File: src/rtl/fifo_rd_drain.sv
// Read-domain drain engine: pops words from the async FIFO read port and
// forwards them in order through a 2-entry buffer to a valid/ready consumer.
module fifo_rd_drain #(
  parameter int DSIZE = 8,
  parameter int CNTW  = 16
) (
  input  logic             rclk,
  input  logic             rrst,
  input  logic             power_en,
  input  logic             rempty,
  input  logic [DSIZE-1:0] rdata,
  output logic             rinc,
  input  logic             start,
  input  logic [CNTW-1:0]  len,
  input  logic             stop,
  output logic             m_valid,
  input  logic             m_ready,
  output logic [DSIZE-1:0] m_data,
  output logic             busy,
  output logic             done,
  output logic [CNTW-1:0]  popped
);

  typedef enum logic [1:0] {IDLE, RUN, FLUSH, DONE} state_t;

  state_t           state;
  state_t           state_nxt;
  logic [CNTW-1:0]  len_q;
  logic [CNTW-1:0]  popped_nxt;
  logic [1:0]       occ;
  logic [DSIZE-1:0] ent0;
  logic [DSIZE-1:0] ent1;
  logic             room;
  logic             under_len;
  logic             pop_out;

  assign room       = (occ != 2'd2);
  assign under_len  = (len_q == '0) | (popped < len_q);
  assign m_valid    = (occ != 2'd0);
  assign m_data     = ent0;
  assign pop_out    = m_valid & m_ready;
  assign popped_nxt = popped + CNTW'(rinc);

  always_ff @(posedge rclk) begin
    if (rrst) state <= IDLE;
    else      state <= state_nxt;
  end

  always_comb begin
    state_nxt = state;
    case (state)
      IDLE:  if (start) state_nxt = RUN;
      RUN:   if (stop || (len_q != '0 && popped_nxt == len_q)) state_nxt = FLUSH;
      FLUSH: if (occ == 2'd0) state_nxt = DONE;
      DONE:  state_nxt = IDLE;
      default: state_nxt = IDLE;
    endcase
  end

  // rinc is purely combinational from the FIFO flags so empty/power act in-cycle
  always_comb begin
    rinc = 1'b0;
    busy = (state != IDLE);
    done = (state == DONE);
    if (state == RUN)
      rinc = power_en & ~rempty & ~stop & room & under_len;
  end

  always_ff @(posedge rclk) begin
    if (rrst) begin
      len_q  <= '0;
      popped <= '0;
      occ    <= 2'd0;
    end else begin
      if (state == IDLE && start) begin
        len_q  <= len;
        popped <= '0;
      end else if (rinc) begin
        popped <= popped_nxt;
      end
      case ({rinc, pop_out})
        2'b10:   occ <= occ + 2'd1;
        2'b01:   occ <= occ - 2'd1;
        default: occ <= occ;
      endcase
    end
  end

  // ent0 is the head; a push with a simultaneous pop only happens at occ==1
  always_ff @(posedge rclk) begin
    if (rrst) begin
      ent0 <= '0;
      ent1 <= '0;
    end else begin
      if (rinc && (occ == 2'd0 || (occ == 2'd1 && pop_out))) ent0 <= rdata;
      else if (pop_out)                                      ent0 <= ent1;
      if (rinc && occ == 2'd1 && !pop_out) ent1 <= rdata;
    end
  end

endmodule

File: config.mk
export PLATFORM = sky130hd
export DESIGN_NAME = fifo_rd_drain
export DESIGN_NICKNAME = d
export VERILOG_FILES = /design/src/rtl/fifo_rd_drain.sv
export SDC_FILE = /design/constraint.sdc
export NUM_CORES = 1
export LEC_CHECK = 0
export BUFFER_PORTS_ARGS = -buffer_cell sky130_fd_sc_hd__clkbuf_2
export CAP_MARGIN = 20
export CORE_MARGIN = 5
export CORE_UTILIZATION = 52
export DETAILED_ROUTE_END_ITERATION = 12
export MAX_ROUTING_LAYER = met4
export PLACE_DENSITY_LB_ADDON = 0.12
export SLEW_MARGIN = 15
export SYNTH_ARGS = -nofsm -noshare
export SYNTH_HDL_FRONTEND = slang
export SYNTH_SLANG_ARGS = --single-unit
File: constraint.sdc
create_clock -name rclk -period 3.8 [get_ports rclk]
set_input_delay 1.14 -clock rclk [delete_from_list [all_inputs] [get_ports rclk]]
set_output_delay 1.14 -clock rclk [all_outputs]
set_load 0.02 [all_outputs]
=== Yosys cells after proc, flatten, opt, wreduce, memory -nomap -nowiden ===
Cells that the tools add are included.

* Flip-flop bits (word level): 52
* Input bits: 31
* Word-level logic and storage cells: 56

* $add $sub $neg: 3
* Order comparisons: 1
* Eq/ne operators: 11
* Muxes and demuxes: 8
* Bitwise gates (word level): 8
* Reductions and logical operators: 19

{| class="wikitable"
|+ Operators by type and width
! cell !! count
|-
| $add A16 B1 Y16 || 1
|-
| $eq A16 B16 Y1 || 1
|-
| $logic_not A16 Y1 || 1
|-
| $lt A16 B16 Y1 || 1
|-
| $mux W8 || 2
|-
| $reduce_bool A16 Y1 || 1
|-
| $ne A2 B2 Y1 const B || 4
|-
| $pmux W2 S4 || 1
|-
| $reduce_bool A2 Y1 || 4
|-
| $eq A2 B1 Y1 const B || 3
|-
| $eq A2 B2 Y1 const B || 3
|-
| $logic_and A1 B1 Y1 || 6
|-
| $mux W2 || 3
|-
| $and A1 B1 Y1 || 5
|-
| $logic_not A2 Y1 || 2
|-
| $pmux W2 S2 || 1
|-
| $reduce_and A3 Y1 || 1
|-
| $add A2 B1 Y2 const B || 1
|-
| $logic_or A1 B1 Y1 || 2
|-
| $not A1 Y1 || 2
|-
| $reduce_or A2 Y1 || 1
|-
| $sub A2 B1 Y2 const B || 1
|-
| $logic_not A1 Y1 || 1
|-
| $mux W1 || 1
|-
| $or A1 B1 Y1 || 1
|}

=== Logic depth before layout (Yosys ltp) ===
* Depth in word-level cells: 12
* Mapped depth: 17
* Gate-level depth less buffers: 16

=== Worst setup path after synthesis ===
No wires, ideal clock.

* Path kind: input port to flip-flop
* From: in stop
* To: reg state[1]
* Data arrival time: 3.999 ns
* Slack: -0.337 ns
* Stages on the path: 13
* Path buffers: 0
* Path through: nand2b_1 > a2111oi_4 > o211a_1 > nor2_1 > inv_1 > ha_1 > ha_1 > xor2_1 > a2111oi_0 > o2111ai_1 > nor4_2 > and4b_1 > o221ai_1

* Longest elaborated chain between the ends: 11

{| class="wikitable"
|+ Ends and longest elaborated chain
! what !! RTL line !! text
|-
| start, declared || 15 || <nowiki>input logic stop,</nowiki>
|-
| $not A1 Y1 || 66 || <nowiki>rinc = power_en & ~rempty & ~stop & room & under_len;</nowiki>
|-
| $and A1 B1 Y1 (3 in series) || 66 ||
|-
| $mux W1 || 65 || <nowiki>if (state == RUN)</nowiki>
|-
| via rinc || 12 || <nowiki>output logic rinc,</nowiki>
|-
| $add A16 B1 Y16 || 42 || <nowiki>assign popped_nxt = popped + CNTW'(rinc);</nowiki>
|-
| via popped_nxt[1] || 29 || <nowiki>logic [CNTW-1:0] popped_nxt;</nowiki>
|-
| $eq A16 B16 Y1 || 53 || <nowiki>RUN: if (stop || (len_q != '0 && popped_nxt == len_q)) state_nxt = FLUSH;</nowiki>
|-
| $logic_and A1 B1 Y1 || 53 ||
|-
| $logic_or A1 B1 Y1 || 53 ||
|-
| $ne A2 B2 Y1 (no line) || n/a ||
|-
| $reduce_and A3 Y1 (no line) || n/a ||
|-
| end signal, assigned || 46 || <nowiki>else state <= state_nxt;</nowiki>
|-
| end, declared || 26 || <nowiki>state_t state;</nowiki>
|}

The timed path passes the listed nets, and every way through them passes these cells.
A chain may end at the register's enable or synchronous reset.

=== Worst setup path after layout ===
* From: reg len_q[1]
* To: reg state[1]

* Longest elaborated chain between the ends: 10
* Elaborated cells on any way between the ends: 12

{| class="wikitable"
|+ Ends and longest elaborated chain
! what !! RTL line !! text
|-
| start, declared || 28 || <nowiki>logic [CNTW-1:0] len_q;</nowiki>
|-
| start signal, assigned || 76 || <nowiki>len_q <= len;</nowiki>
|-
| $lt A16 B16 Y1 / $logic_not A16 Y1 (equally long branches) || 38 || <nowiki>assign under_len = (len_q == '0) | (popped < len_q);</nowiki>
|-
| $or A1 B1 Y1 (*) || 38 ||
|-
| $and A1 B1 Y1 (*) || 66 ||
|-
| $mux W1 (*) || 65 ||
|-
| $add A16 B1 Y16 (*) || 42 ||
|-
| via popped_nxt[1] || 29 ||
|-
| $eq A16 B16 Y1 (*) || 53 ||
|-
| $logic_and A1 B1 Y1 (*) || 53 ||
|-
| $logic_or A1 B1 Y1 (*) || 53 ||
|-
| $ne A2 B2 Y1 (no line) (*) || n/a ||
|-
| $reduce_and A3 Y1 (no line) (*) || n/a ||
|}

The timed path passes the listed nets; every way through them passes the cells marked *.

==> results.yml <==
clocking:
  tritoncts: "done"
  clk_latency_ns: 0.32
  cts_max_level: 2
  cts_hold_buffers: 0
  numCtsBuffers: 5
  clock_sinks: 52
  clockBufferDepth: 2
  root_buffer: "clkbuf_8"
  cts.clk_slew.worst_paths_ns: 0.11
timing:
  drv_slew: 0
  fin_crit_ns: 3.643
  max_freq_mhz: 274.5
  final-hold-violation-count: 0
  finalHoldWorstSlack_ns: 0.4849
  setup_viol: 0
  grt_setup_unrepaired: "yes"
  slew_headroom: 0.5427
  skew_ns: 0.01415
  fin_crit_sh: 0.9586
  tns_ns: 0
  tightestPinTransition_ns: 0.6826
placed_design:
  io_buffers: 58
  place.gp.congestion: 0.9034
  dp_hpwl_um: 7398
drt:
  detail_route.wl_per_cell_um: 16.68
  via_count: 3401
  ant_nets: 0
  drt_iter0_drc: 166
  dr.pass1.iters: 5
  routed_wl_um: 9873
  viasPerCell: 5.745
  drc: 0
grt:
  grt_pass1_vias: 3441
  grtUsageTotal: 0.2381
  antenna_found_initial: 0
  grt-ovfl-total: 0
  grt_max_degree: 36
  grt_pass1_wl_um: 16330
die:
  design.portCount: 59
  die_area_um2: 8692
  start_util: 0.5331
  core.rowCount: 30
  chipWidth_um: 93.23
  die_h_um: 93.23
  core_area_um2: 6756
synth:
  syn_nets: 481
  synth_edf_count: 0
  syn_area_per_cell_um2: 8.496
  synth_area_um2: 3602
  ys_seq_area_frac: 0.2890
  async_flop_share: 0
  yosys_warnings: 0
  synth_cell_types: 54
  syn_inst: 424
  ys.flop_type: "dfxtp_1"
  synth.ff_latch_count: 52
worst_setup_path:
  end_kind: "flop"
  crit_type: "flop to flop"
  arrival_ns: 3.85
  cp.required_ns: 4.01
  cp_max_fo: 2
  critPathLaunchType: "flop"
cells_and_area:
  fill_cells: 584
  area_delta_synth_final_pct: 23.83
  nNetsFinal: 568
  antennaDiodeCount: 0
  final_core_util: 0.6602
  layout-drive-gt1-share: 0.2988
power:
  power_density_nw_per_um2: 397.9
  peakVddDrop_mv: 0.2451
  leakage_uw: 0.001945
worst_hold_path:
  min_path_type: "flop to flop"
outcome:
  status: "finished clean"
flow_run:
  max-cap-violations: 0
## through the flow
| stage | power [uW] | cells | instance area [um2] | setup WS (ns) |
|---|---|---|---|---|
| 2_1_floorplan | 1155 | 424 | 3642 | -0.1131 |
| 3_3_place_gp | 1376 | 581 | 4249 | -0.1419 |
| 3_5_place_dp | 1396 | 581 | 4249 | -0.3282 |
| 4_1_cts | 1759 | 592 | 4374 | 0.09626 |
| 5_1_grt | 1899 | 592 | 4461 | -0.07371 |
| 6_report | 1775 | 592 | 4461 | 0.1574 |
## cells by family after synthesis
| group | count (synthesis) | synth area share |
|---|---|---|
| and+or+nand+nor | 162 | 0.2407 |
| AOI/OAI and AO/OA | 77 | 0.1692 |
| DFF | 52 | 0.2890 |
| buffers and inverters | 50 | 0.05905 |
| muxes | 38 | 0.1056 |
| adders and majority gates | 26 | 0.09031 |
| xor gates and xnor gates | 19 | 0.04620 |
## metal layers
layer  up-vias  routed length, um  GRT usage  part of all wire
li1       1675                  -          -                 -
met1      1580               4325     0.2981              0.44
met2       116               4826     0.3824              0.49
met3        30                425    0.03701             0.043
met4         0                296     0.1001             0.030
met5         -                  0          -                 0
## registers in the layout (all words and copies together), names as in the netlist
name and flops:
popped 16, len_q 16, state 2, occ 2
m_data 8, ent1 8
## Yosys cell counts, types with 3 or more instances
library cell	n	share of area
nand4_1	9	0.016
a2111oi_4	3	0.023
a211oi_1	3	0.0063
xnor2_1	9	0.022
dfxtp_1	52	0.29
or3_1	14	0.024
nand2b_1	21	0.036
a21o_1	3	0.0063
ha_1	26	0.090
buf_2	8	0.011
a21oi_1	31	0.043
nor2_1	11	0.011
mux2i_1	38	0.11
clkbuf_1	12	0.013
and3_1	5	0.0087
o2111ai_1	6	0.015
o21ai_0	5	0.0069
xor2_1	10	0.024
inv_1	27	0.028
nor3_1	3	0.0042
nand3b_1	3	0.0063
or2_2	8	0.014
nand2_1	60	0.063
nand3_1	9	0.013
nor4_1	5	0.0087
and2_1	4	0.0069
## path summary, 6_finish.rpt
path                            slack (ns)  startpoint  endpoint  cells after the start
worst max-delay path                  0.16    len_q[1]  state[1]                     15
worst min-delay path                  0.48     ent1[7]   ent1[7]                      2
worst max register to register        0.16    len_q[1]  state[1]                     15
worst min register to register        0.48     ent1[7]   ent1[7]                      2
## layout by cell type (no fill, tap or decap), types with 14 or more instances in the layout
cell type	netlist	layout
nand2b_1	21	21
or3_1	14	14
dfxtp_1	52	46
nand2_1	60	59
ha_1	26	19
mux2i_1	38	38
a21oi_1	31	30
buf_4	0	44
inv_1	27	21
clkbuf_2	0	58
## report_power, final
| part | total [uW] | switching (uW) | internal (uW) |
|---|---|---|---|
| combinational | 786 | 465 | 321 |
| sequential | 643 | 43.6 | 600 |
| clock | 346 | 211 | 135 |
| total | 1770 | 719 | 1060 |
## worst max-delay path, stage by stage, from the launching register on
cell and delay (ns):
dfxtp_1 0.36, inv_1 0.06, ha_1 0.27, a2111oi_0 0.44, o211a_1 0.33, o211a_1 0.21, nor2_2 0.05, inv_2 0.08
ha_4 0.15, ha_4 0.20, xor2_2 0.15, a2111oi_2 0.27, o2111ai_1 0.18, nor4_2 0.39, and4b_1 0.30, o221ai_2 0.11
## cell type report
cell class	count	area (um2)	share of cell area
Clock buffer	5	68.82	0.01543
Clock inverter	3	26.28	0.005891
Inverter	27	103.9	0.02328
Multi-Input combinational cell	322	2472	0.5543
Sequential cell	52	1049	0.2351
Tap cell	80	100.1	0.02244
Timing Repair Buffer	103	640.6	0.1436
## what timing repair did
item,in CTS,in global routing
resized for setup,3,18
setup endpoints to repair,2,2
cloned,0,0
buffers inserted,3,0
pin swaps,6,11
Note: power is estimated with default switching activity, not from simulation.
